**src/rtl/time_frame_pkg.sv**
```systemverilog
`default_nettype none
// ============================================================================
// Module      : time_frame_pkg
// Description : ASCII constants, frame length helper and state type for the
//               time-to-UART frame serializer.
// Revision    : 1.0 - initial release
// ============================================================================
package time_frame_pkg;

  localparam logic [7:0] SPACE   = 8'h20;
  localparam logic [7:0] COLON   = 8'h3A;
  localparam logic [7:0] CR      = 8'h0D;
  localparam logic [7:0] LF      = 8'h0A;
  localparam logic [7:0] QMARK   = 8'h3F;
  localparam logic [7:0] ASCII_C = 8'h43;
  localparam logic [7:0] ASCII_L = 8'h4C;
  localparam logic [7:0] ASCII_S = 8'h53;
  localparam logic [7:0] ASCII_W = 8'h57;

  // prefix(2) + space + 2 digits per field + colons between fields + CR/LF
  function automatic int frame_len(input int num_fields);
    return 3 * num_fields + 4;
  endfunction

  typedef enum logic [0:0] {
    IDLE = 1'b0,
    SEND = 1'b1
  } state_t;

endpackage
`default_nettype wire

```
**src/rtl/time_frame_tx_if.sv**
```systemverilog
`default_nettype none
// ============================================================================
// Module      : time_frame_tx_if
// Description : Character stream (valid/ready) towards the UART TX FIFO.
// Revision    : 1.0 - initial release
// ============================================================================
interface time_frame_tx_if #(
  parameter int DATA_WIDTH = 8
);
  logic [DATA_WIDTH-1:0] tx_data;
  logic                  tx_valid;
  logic                  tx_ready;

  modport master (output tx_data, output tx_valid, input  tx_ready);
  modport slave  (input  tx_data, input  tx_valid, output tx_ready);
endinterface
`default_nettype wire

```
**src/rtl/time_frame_tx_bcd_to_ascii.sv**
```systemverilog
`default_nettype none
// ============================================================================
// Module      : bcd_to_ascii
// Description : One BCD nibble to its ASCII digit; non-decimal codes give '?'.
// Revision    : 1.0 - initial release
// ============================================================================
module bcd_to_ascii
  import time_frame_pkg::*;
(
  input  wire logic [3:0] nibble,
  output logic      [7:0] ascii
);

  assign ascii = (nibble <= 4'd9) ? (8'h30 | {4'h0, nibble}) : QMARK;

endmodule
`default_nettype wire

```
**src/rtl/time_frame_tx.sv**
```systemverilog
`default_nettype none
// ============================================================================
// Module      : time_frame_tx
// Description : Snapshots a packed BCD time on a trigger and streams it as an
//               ASCII line ("CL hh:mm:ss\r\n") over a valid/ready interface.
// Revision    : 1.0 - initial release
// ============================================================================
module time_frame_tx
  import time_frame_pkg::*;
#(
  parameter int DATA_WIDTH     = 8,
  parameter int NUM_FIELDS     = 3,
  parameter int SEND_ON_CHANGE = 0,
  parameter int DROP_W         = 8
) (
  input  wire logic                    clk,
  input  wire logic                    rst,
  input  wire logic                    trig,
  input  wire logic                    sw_mode,
  input  wire logic [8*NUM_FIELDS-1:0] time_bcd,
  time_frame_tx_if.master              tx,
  output logic                         busy,
  output logic                         frame_done,
  output logic      [DROP_W-1:0]       drop_cnt
);

  localparam int FRAME_LEN = frame_len(NUM_FIELDS);
  localparam int IDX_W     = $clog2(FRAME_LEN);
  localparam int SNAP_W    = 8 * NUM_FIELDS;

  state_t                r_state;
  logic [IDX_W-1:0]      r_idx;
  logic [SNAP_W-1:0]     r_snap;
  logic                  r_mode;
  logic                  r_sent;
  logic                  r_valid;
  logic [DATA_WIDTH-1:0] r_data;

  logic              w_hs;
  logic              w_last;
  logic              w_final;
  logic              w_changed;
  logic              w_accept;
  logic              w_capture;
  logic              w_drop;
  logic [IDX_W-1:0]  w_char_idx;
  logic [SNAP_W-1:0] w_sel_bcd;
  logic              w_sel_mode;
  int                w_pos;
  int                w_field;
  int                w_shamt;
  logic [3:0]        w_nibble;
  logic [7:0]        w_digit;
  logic [7:0]        w_char;

  assign w_hs      = r_valid & tx.tx_ready;
  assign w_last    = (r_idx == IDX_W'(FRAME_LEN - 1));
  assign w_final   = (r_state == SEND) & w_hs & w_last;
  assign w_changed = ~r_sent | ({sw_mode, time_bcd} != {r_mode, r_snap});
  assign w_accept  = trig & ((SEND_ON_CHANGE == 0) | w_changed);
  assign w_capture = w_accept & ((r_state == IDLE) | w_final);
  assign w_drop    = trig & (r_state == SEND) & ~w_final;

  // The output register is loaded with the character for the index it is
  // about to hold, taken from the snapshot it is about to hold.
  assign w_char_idx = w_capture ? '0 : r_idx + IDX_W'(1);
  assign w_sel_bcd  = w_capture ? time_bcd : r_snap;
  assign w_sel_mode = w_capture ? sw_mode : r_mode;

  // Body positions repeat as (tens, units, colon) per field, MS field first.
  always_comb begin
    w_pos   = int'(w_char_idx) - 3;
    w_field = 0;
    w_shamt = 0;
    if (w_pos >= 0 && w_pos < 3 * NUM_FIELDS) begin
      w_field = NUM_FIELDS - 1 - (w_pos / 3);
      w_shamt = 8 * w_field + (((w_pos % 3) == 0) ? 4 : 0);
    end
    w_nibble = 4'(w_sel_bcd >> w_shamt);
  end

  bcd_to_ascii u_digit (
    .nibble (w_nibble),
    .ascii  (w_digit)
  );

  always_comb begin
    w_char = w_digit;
    if (w_char_idx == IDX_W'(0))
      w_char = w_sel_mode ? ASCII_C : ASCII_S;
    else if (w_char_idx == IDX_W'(1))
      w_char = w_sel_mode ? ASCII_L : ASCII_W;
    else if (w_char_idx == IDX_W'(2))
      w_char = SPACE;
    else if (w_char_idx == IDX_W'(FRAME_LEN - 2))
      w_char = CR;
    else if (w_char_idx == IDX_W'(FRAME_LEN - 1))
      w_char = LF;
    else if ((w_pos % 3) == 2)
      w_char = COLON;
  end

  always_ff @(posedge clk) begin
    if (!rst) begin
      r_state    <= IDLE;
      r_idx      <= '0;
      r_valid    <= 1'b0;
      r_data     <= '0;
      busy       <= 1'b0;
      frame_done <= 1'b0;
      drop_cnt   <= '0;
      r_sent     <= 1'b0;
      r_snap     <= '0;
      r_mode     <= 1'b0;
    end else begin
      frame_done <= w_final;
      if (w_drop && (drop_cnt != '1))
        drop_cnt <= drop_cnt + DROP_W'(1);
      if (w_capture) begin
        r_snap <= time_bcd;
        r_mode <= sw_mode;
        r_sent <= 1'b1;
      end
      case (r_state)
        IDLE: begin
          if (w_capture) begin
            r_state <= SEND;
            r_valid <= 1'b1;
            busy    <= 1'b1;
            r_idx   <= '0;
            r_data  <= DATA_WIDTH'(w_char);
          end
        end
        SEND: begin
          if (w_hs) begin
            if (w_last && !w_capture) begin
              r_state <= IDLE;
              r_valid <= 1'b0;
              busy    <= 1'b0;
              r_idx   <= '0;
              r_data  <= '0;
            end else begin
              r_idx  <= w_char_idx;
              r_data <= DATA_WIDTH'(w_char);
            end
          end
        end
        default: r_state <= IDLE;
      endcase
    end
  end

  assign tx.tx_data  = r_data;
  assign tx.tx_valid = r_valid;

endmodule
`default_nettype wire

```
**src/flat_wrapper.sv**
```systemverilog
// flat-port wrapper written by rule: the top's interface ports become plain ports
module time_frame_tx_flat import time_frame_pkg::*;
#(
  parameter int DATA_WIDTH     = 8,
  parameter int NUM_FIELDS     = 3,
  parameter int SEND_ON_CHANGE = 0,
  parameter int DROP_W         = 8
)
  (clk, rst, trig, sw_mode, time_bcd, busy, frame_done, drop_cnt, tx_tx_data, tx_tx_valid, tx_tx_ready);
  time_frame_tx_if #(.DATA_WIDTH(DATA_WIDTH)) tx_i ();
  input  wire logic clk;
  input  wire logic rst;
  input  wire logic trig;
  input  wire logic sw_mode;
  input  wire logic [8*NUM_FIELDS-1:0] time_bcd;
  output logic busy;
  output logic frame_done;
  output logic      [DROP_W-1:0] drop_cnt;
  output wire logic [$bits(tx_i.tx_data)-1:0] tx_tx_data;
  output wire logic [$bits(tx_i.tx_valid)-1:0] tx_tx_valid;
  input wire logic [$bits(tx_i.tx_ready)-1:0] tx_tx_ready;
  assign tx_tx_data = tx_i.tx_data;
  assign tx_tx_valid = tx_i.tx_valid;
  assign tx_i.tx_ready = tx_tx_ready;
  time_frame_tx #(.DATA_WIDTH(DATA_WIDTH), .NUM_FIELDS(NUM_FIELDS), .SEND_ON_CHANGE(SEND_ON_CHANGE), .DROP_W(DROP_W)) u_core (.clk(clk), .rst(rst), .trig(trig), .sw_mode(sw_mode), .time_bcd(time_bcd), .tx(tx_i), .busy(busy), .frame_done(frame_done), .drop_cnt(drop_cnt));
endmodule
```
**config.mk**
```make
export PLATFORM = sky130hd
export DESIGN_NAME = time_frame_tx_flat
export DESIGN_NICKNAME = d
export VERILOG_FILES = /design/src/rtl/time_frame_pkg.sv /design/src/rtl/time_frame_tx_if.sv /design/src/rtl/time_frame_tx_bcd_to_ascii.sv /design/src/rtl/time_frame_tx.sv /design/src/flat_wrapper.sv
export SDC_FILE = /design/constraint.sdc
export NUM_CORES = 1
export LEC_CHECK = 0
export ABC_AREA = 1
export BUFFER_PORTS_ARGS = -buffer_cell sky130_fd_sc_hd__buf_2
export CELL_PAD_IN_SITES_DETAIL_PLACEMENT = 1
export CELL_PAD_IN_SITES_GLOBAL_PLACEMENT = 1
export CORE_ASPECT_RATIO = 0.5
export CORE_MARGIN = 4
export CORE_UTILIZATION = 35
export CTS_CLUSTER_DIAMETER = 60
export DETAILED_ROUTE_END_ITERATION = 16
export GPL_TIMING_DRIVEN = 0
export MAX_ROUTING_LAYER = met4
export PLACE_DENSITY = 0.74
export SLEW_MARGIN = 20
export SYNTH_ARGS = -nofsm -noshare
export SYNTH_HDL_FRONTEND = slang
export SYNTH_SLANG_ARGS = --single-unit
```
**constraint.sdc**
```tcl
create_clock -name clk -period 6.3 [get_ports clk]
set_input_delay 1.575 -clock clk [delete_from_list [all_inputs] [get_ports clk]]
set_output_delay 1.575 -clock clk [all_outputs]
set_load 0.1 [all_outputs]
```
==> results of run 1 <==
sequential cells by signal, indices dropped and copies added, names as in the netlist:
name	flops
u_core.r_mode	1
u_core.busy	1
u_core.drop_cnt	8
u_core.r_snap	24
u_core.r_state	1
u_core.frame_done	1
u_core.r_idx	4
u_core.tx.tx_data	7
power by group through the flow:
stage	clock [mW]	combinational (mW)	sequential [mW]
floorplan	0	0.571	0.382
global placement	0	0.764	0.332
detailed placement	0	0.782	0.333
CTS	0.285	0.930	0.326
global route	0.300	1.27	0.329
finish	0.280	1.18	0.327
area by class of cell:
cell class                 instances  area share
clock inverter                     3     0.00484
sequential                        47       0.202
multi-input combinational        352       0.521
clock buffer                       5      0.0269
timing repair buffer              96       0.134
inverter                          61      0.0554
buffer                            13      0.0188
tap                              135      0.0363
metrics by stage:
step / power, mW / hold slack [ps] / setup WS [ps]
finish: 1.79 / 467 / -111
global route: 1.90 / 504 / -498
CTS: 1.54 / 472 / 3.68
detailed placement: 1.12 / 460 / -880
global placement: 1.10 / 454 / -780
floorplan: 0.954 / 453 / 7.97
worst paths after layout:
check,startpoint,endpoint,cells after the start
max,tx_tx_ready,u_core.tx.tx_data[2]$_SDFFE_PN0P_,50
min,u_core.tx.tx_data[3]$_SDFFE_PN0P_,u_core.tx.tx_data[3]$_SDFFE_PN0P_,2
max reg2reg,u_core.r_idx[0]$_SDFFE_PN0P_,u_core.tx.tx_data[2]$_SDFFE_PN0P_,49
min reg2reg,u_core.tx.tx_data[3]$_SDFFE_PN0P_,u_core.tx.tx_data[3]$_SDFFE_PN0P_,2
cell usage after synthesis, types with 2 or more instances:
cell type / number
a211oi_1: 2
a21oi_1: 23
a21oi_2: 5
buf_4: 2
buf_6: 2
clkbuf_1: 8
dfxtp_1: 47
ha_1: 13
inv_1: 58
inv_2: 2
mux2i_1: 22
nand2_1: 100
nand2_2: 14
nand2_4: 8
nand3_1: 35
nand3_2: 6
nand3_4: 2
nand4_1: 7
nand4_4: 3
nor2_1: 48
nor2_2: 3
nor2_4: 3
nor3_1: 3
nor4_1: 2
o211ai_1: 4
o21ai_0: 18
o21ai_1: 2
o21ai_2: 2
or2_1: 4
or2_2: 7
xor2_2: 2
kinds of logic (layout without fill, tap and decap cells):
logic type / Yosys count / after routing / share of synthesized area
compound gates: 64 / 65 / 0.123
buf+inv: 74 / 178 / 0.0891
other cells: 1 / 1 / 0.00111
fa+ha+maj: 13 / 13 / 0.0480
simple gates: 248 / 249 / 0.386
xor+xnor: 2 / 2 / 0.00961
mux: 22 / 22 / 0.0650
flops: 47 / 47 / 0.278
repair_timing:
item	CTS	global route
pin swaps	10	38
buffers inserted	30	21
endpoints found under the setup margin	4	4
gates resized for setup	16	57
cloned	2	1
metal layers:
layer  up-vias  GRT usage  routed length, microns
met5         -          -                       0
met2        92      0.318                    5870
li1       1743          -                       -
met1      1756      0.254                    5580
met4         0     0.0567                     359
met3        36     0.0438                     605
worst max-delay path, delay by kind of cell:
kind                       cells  cell delay [ps]
adders and majority gates      4              740
and+or+nand+nor               32             3030
AOI/OAI and AO/OA              3              480
buffers and inverters         11              730
==> results by group, run 1 <==
Power and ir drop
  – Switch Pwr: 0.863 mW
  – Power share of the combinational group: 0.661
  – Leak: 2.26 nW
  – Pint: 0.922 mW
  – PwrDens: 384 nW/um^2
  – Sequential share of power: 0.183
  – Clock share of power: 0.157
  – Max VDD drop: 129 uV
  – Switching share of total power: 0.483

STA
  – Setup TNS: -227 ps
  – Min Tclk post-route: 6410 ps
  – Final critical-path share of the clock period: 1.02
  – RSZ-0062 raised after global routing: true
  – Final hold violations: 0
  – Final worst clock skew: 5.36 ps
  – Final Max Tran Viols: 0
  – Relative slew margins: 0.497
  – Worst-margin pin slew: 755 ps
  – Final Worst Setup Slack: -111 ps
  – Final setup fails: 4
  – Fmax: 156 MHz

Clock tree
  – TritonCTS clock tree: yes
  – Hold-fix buffer count after cts: 0
  – # clock sinks: 47
  – Max Buffers Root-to-Sink: 2
  – Clk Latency, worst-skew pair: 300 ps
  – Num CTS Buffers: 5
  – Clock transition at the registers of the reported paths: 70 ps
  – H-tree depth: 2
  – Clk root buf: clkbuf_16

Place
  – Placed cell count: 652
  – RePlAce Congestion: 0.834
  – IO buf count: 46
  – Area after DPL: 3820 sq um
  – HPWL Detailed: 7460 microns

Finish
  – FF/Latch Area: 941 sq um
  – Most frequent cells in the layout: 82 x nand2_1, 49 x buf_4, 48 x inv_1, 47 x dfxtp_1, 45 x buf_2
  – Final Non-Filler Cells: 712
  – ANT cells: 0
  – Layout cells sized above 1: 0.386
  – Filler instances: 1189
  – Area of the multi-input gates: 2420 sq um
  – Commonest non-fill, non-tap cell in the layout: nand2_1
  – Post-route cell area: 4650 sq um
  – Final core utilization: 0.492
  – Layout area overhead: 37.4%
  – Nets: 618

Worst setup path
  – WS Path Type: primary input to register
  – CP endpoint kind: register
  – Reg-to-reg slack, setup: 350 ps
  – CP required: 6470 ps
  – Critical path arrival: 6580 ps
  – Critical Path Start Type: primary input
  – Slowest stage delay, CP: 350 ps
  – Most common cell on crit path: nand2_1
  – Slowest cell on crit path: o21ai_1
  – Worst-path fanout max: 5

Floorplan
  – Io pins: 48
  – Rows: 25
  – Core area: 9450 sq um
  – Die width: 147 microns
  – Initial core utilization: 0.358
  – Die H: 77.5 microns
  – Die ar.: 11400 sq um

Synth
  – Leading area contributor after synthesis: dfxtp_1
  – Post-Syn Area per Cell: 7.19 sq um
  – Register area share after synthesis: 0.278
  – Number of library cell types mapped by synthesis: 45
  – Primary FF master, synth: dfxtp_1
  – Synth top area share: 0.278
  – Number of synthesized register bits: 47
  – Syn Nets: 513
  – Post-synth EDFFs: 0
  – Ys Warns: 0
  – Syn Inst Count: 471
  – Async S/R FF share, synth: 0
  – Synth top area cells: dfxtp_1 28%, nand2_1 11%, mux2i_1 6.5%
  – Mapped cell area: 3390 sq um

Global routing
  – Vias in the first global route: 3503
  – Initial antenna violation count: 0
  – Congestion Overflow GR: 0
  – Largest net degree at the start of global routing: 17
  – First-pass GRT wire length: 17800 microns
  – GRT Overall Usage: 0.199

Detailed routing
  – WL final: 12400 microns
  – Initial DRC count: 208
  – Remaining antenna violation count: 0
  – Vias: 3627
  – 1st-pass router iterations: 4
  – Drt wl/cell: 17.4 microns
  – DR DRC count: 0
  – DR vias/cell: 5.09

Run
  – Total of max-cap violations: 0

Worst hold path
  – Worst Hold Class: register to register

Run status
  – Outcome: finished, violations left
  – Failing checks: setup timing
(Power assumes the default switching activity.)
==> inputs of run 2 (changes only) <==
--- a/config.mk
+++ b/config.mk
@@ -9,7 +9,6 @@
 export BUFFER_PORTS_ARGS = -buffer_cell sky130_fd_sc_hd__buf_2
 export CELL_PAD_IN_SITES_DETAIL_PLACEMENT = 1
 export CELL_PAD_IN_SITES_GLOBAL_PLACEMENT = 1
-export CORE_ASPECT_RATIO = 0.5
 export CORE_MARGIN = 4
 export CORE_UTILIZATION = 35
 export CTS_CLUSTER_DIAMETER = 60
==> results by group, run 2 (synthesized netlist as in run 1, its figures left out) <==
Run status
  – Outcome: finished clean

Floorplan
  – Die width: 106 microns (-28%)
  – Io pins: 48 (unchanged)
  – Initial core utilization: 0.363 (+0.00457)
  – Rows: 35 (+40%)
  – Die ar.: 11300 sq um (-0.83%)
  – Core area: 9330 sq um (-1.3%)
  – Die H: 106 microns (+37%)

Finish
  – Post-route cell area: 4420 sq um (-5.0%)
  – Layout cells sized above 1: 0.335 (-0.0520)
  – Nets: 604 (-2.3%)
  – Layout area overhead: 30.5%
  – Final core utilization: 0.474 (-0.0185)
  – Largest Register: u_core.r_snap
  – Final Non-Filler Cells: 691 (-2.9%)
  – Commonest non-fill, non-tap cell in the layout: nand2_1
  – Number of flip-flops in the largest register: 24 (unchanged)
  – ANT cells: 0 (unchanged)
  – Most frequent cells in the layout: 92 x nand2_1, 49 x inv_1, 47 x dfxtp_1, 45 x nor2_1, 45 x buf_2

Clock tree
  – Clock transition at the registers of the reported paths: 90 ps (+20 ps)
  – # clock sinks: 47 (unchanged)
  – TritonCTS clock tree: yes
  – Clk root buf: clkbuf_8
  – H-tree depth: 2 (unchanged)
  – Clk Latency, worst-skew pair: 300 ps (about the same)
  – Num CTS Buffers: 5 (unchanged)
  – Max Buffers Root-to-Sink: 2 (unchanged)

Worst setup path
  – WS Path Type: primary input to register
  – CP endpoint kind: register
  – CP required: 6480 ps (about the same)
  – Slowest cell on crit path: or2_2
  – Most common cell on crit path: nand2_1
  – Critical Path Start Type: primary input
  – Critical path arrival: 6320 ps (-260 ps)
  – Slowest stage delay, CP: 310 ps (-40 ps)
  – R2r startpoint: u_core.r_idx[0]$_SDFFE_PN0P_
  – Critical Path Source: tx_tx_ready
  – Worst-path fanout max: 5 (unchanged)

STA
  – Final Max Tran Viols: 0 (unchanged)
  – Final worst clock skew: 6.86 ps (+1.50 ps)
  – Setup TNS: 0 ps (+227 ps)
  – Worst-margin pin slew: 684 ps (-70.6 ps)
  – Final Worst Setup Slack: 156 ps (+267 ps)
  – Relative slew margins: 0.544 (+0.0471)
  – Final critical-path share of the clock period: 0.975 (-0.0424)
  – Final hold violations: 0 (unchanged)
  – Min Tclk post-route: 6140 ps (-267 ps)
  – Final setup fails: 0 (-4)
  – Fmax: 163 MHz (+4.3%)

Worst hold path
  – Hold wc startpoint: u_core.tx.tx_data[5]$_SDFFE_PN0P_
  – Worst Hold Class: register to register

Detailed routing
  – Remaining antenna violation count: 0 (unchanged)
  – Initial DRC count: 98 (-53%)
  – Drt wl/cell: 14.6 microns (-16%)
  – Vias: 3381 (-6.8%)
  – DR vias/cell: 4.89 (-3.9%)
  – DR DRC count: 0 (unchanged)
  – WL final: 10100 microns (-19%)
  – 1st-pass router iterations: 4 (unchanged)

Power and ir drop
  – PwrDens: 356 nW/um^2 (-7.3%)
  – Leak: 2.19 nW (-3.1%)
  – Max VDD drop: 182 uV (+41%)

Global routing
  – Vias in the first global route: 3380 (-3.5%)
  – Initial antenna violation count: 0 (unchanged)
  – Congestion Overflow GR: 0 (unchanged)
  – Largest net degree at the start of global routing: 15 (-2)
  – First-pass GRT wire length: 15800 microns (-11%)
  – GRT Overall Usage: 0.173 (-0.0252)

Place
  – Placed cell count: 646 (-0.92%)
  – Dpl ws: -832 ps (+48.1 ps)
  – HPWL Detailed: 7180 microns (-3.7%)
  – RePlAce Congestion: 0.813 (-2.6%)
  – Area after DPL: 3810 sq um (-0.20%)
  – IO buf count: 46 (unchanged)

Run
  – Total of max-cap violations: 0 (unchanged)
-- run 2: changes by cell type in the layout (fill, tap and decap cells not counted), moves of 4 or more --
cell,delta
clkbuf_16,-4
clkbuf_8,+5
nand2_2,-8
nand3_1,+7
nand2_1,+10
nand3_4,-4
buf_4,-13
-- run 2: what timing repair did --
item	4_1_cts	5_1_grt
gates cloned	0	1
gates resized for setup	9	35
hold buffers	0	0
pin swaps	6	33
endpoints found under the setup margin	4	4
hold endpoints to repair	0	0
buffers inserted	11	26
-- run 2: layout make-up --
cell class              instances  area, sq um
clock inverters                 2         37.5
clock buffers                   5         68.8
multi-input cells             350         2290
plain buffers                  13         91.3
repair buffers                 84          568
inverters                      61          256
flip-flops and latches         47          941
well taps                     129          161
fillers                      1194         4910
-- run 2: final timing paths --
path                                             to  cells past startpoint  slack (ps)
setup / recovery  u_core.tx.tx_data[0]$_SDFFE_PN0P_                     44         160
setup reg to reg  u_core.tx.tx_data[0]$_SDFFE_PN0P_                     43         600
hold / removal    u_core.tx.tx_data[5]$_SDFFE_PN0P_                      2         470
hold reg to reg   u_core.tx.tx_data[5]$_SDFFE_PN0P_                      2         470
-- run 2: where the power goes --
part	total, mW	internal (mW)	switching [mW]
registers	0.327	0.317	0.0102
logic	1.02	0.402	0.622
clock network	0.222	0.116	0.106
-- run 2: routing by layer --
metal	global-route usage	vias up	part of all wire
met5	-	-	0
met4	0.0305	0	0.012
met3	0.0158	10	0.021
met2	0.311	47	0.53
met1	0.214	1614	0.44
li1	-	1710	-
-- run 2: worst max-delay path: cells and delay by family --
family,cells,cell delay (ps)
buffers and inverters,11,910
adder cells (fa/ha/maj),4,730
AO/OA/AOI/OAI,5,670
AND/OR/NAND/NOR,24,2440
-- run 2: through the flow --
step	power [mW]	hold slack (ps)
after global placement	1.08	453
after floorplan	0.954	453
after detailed placement	1.11	464
final	1.57	470
after CTS	1.38	480
after global routing	1.69	504
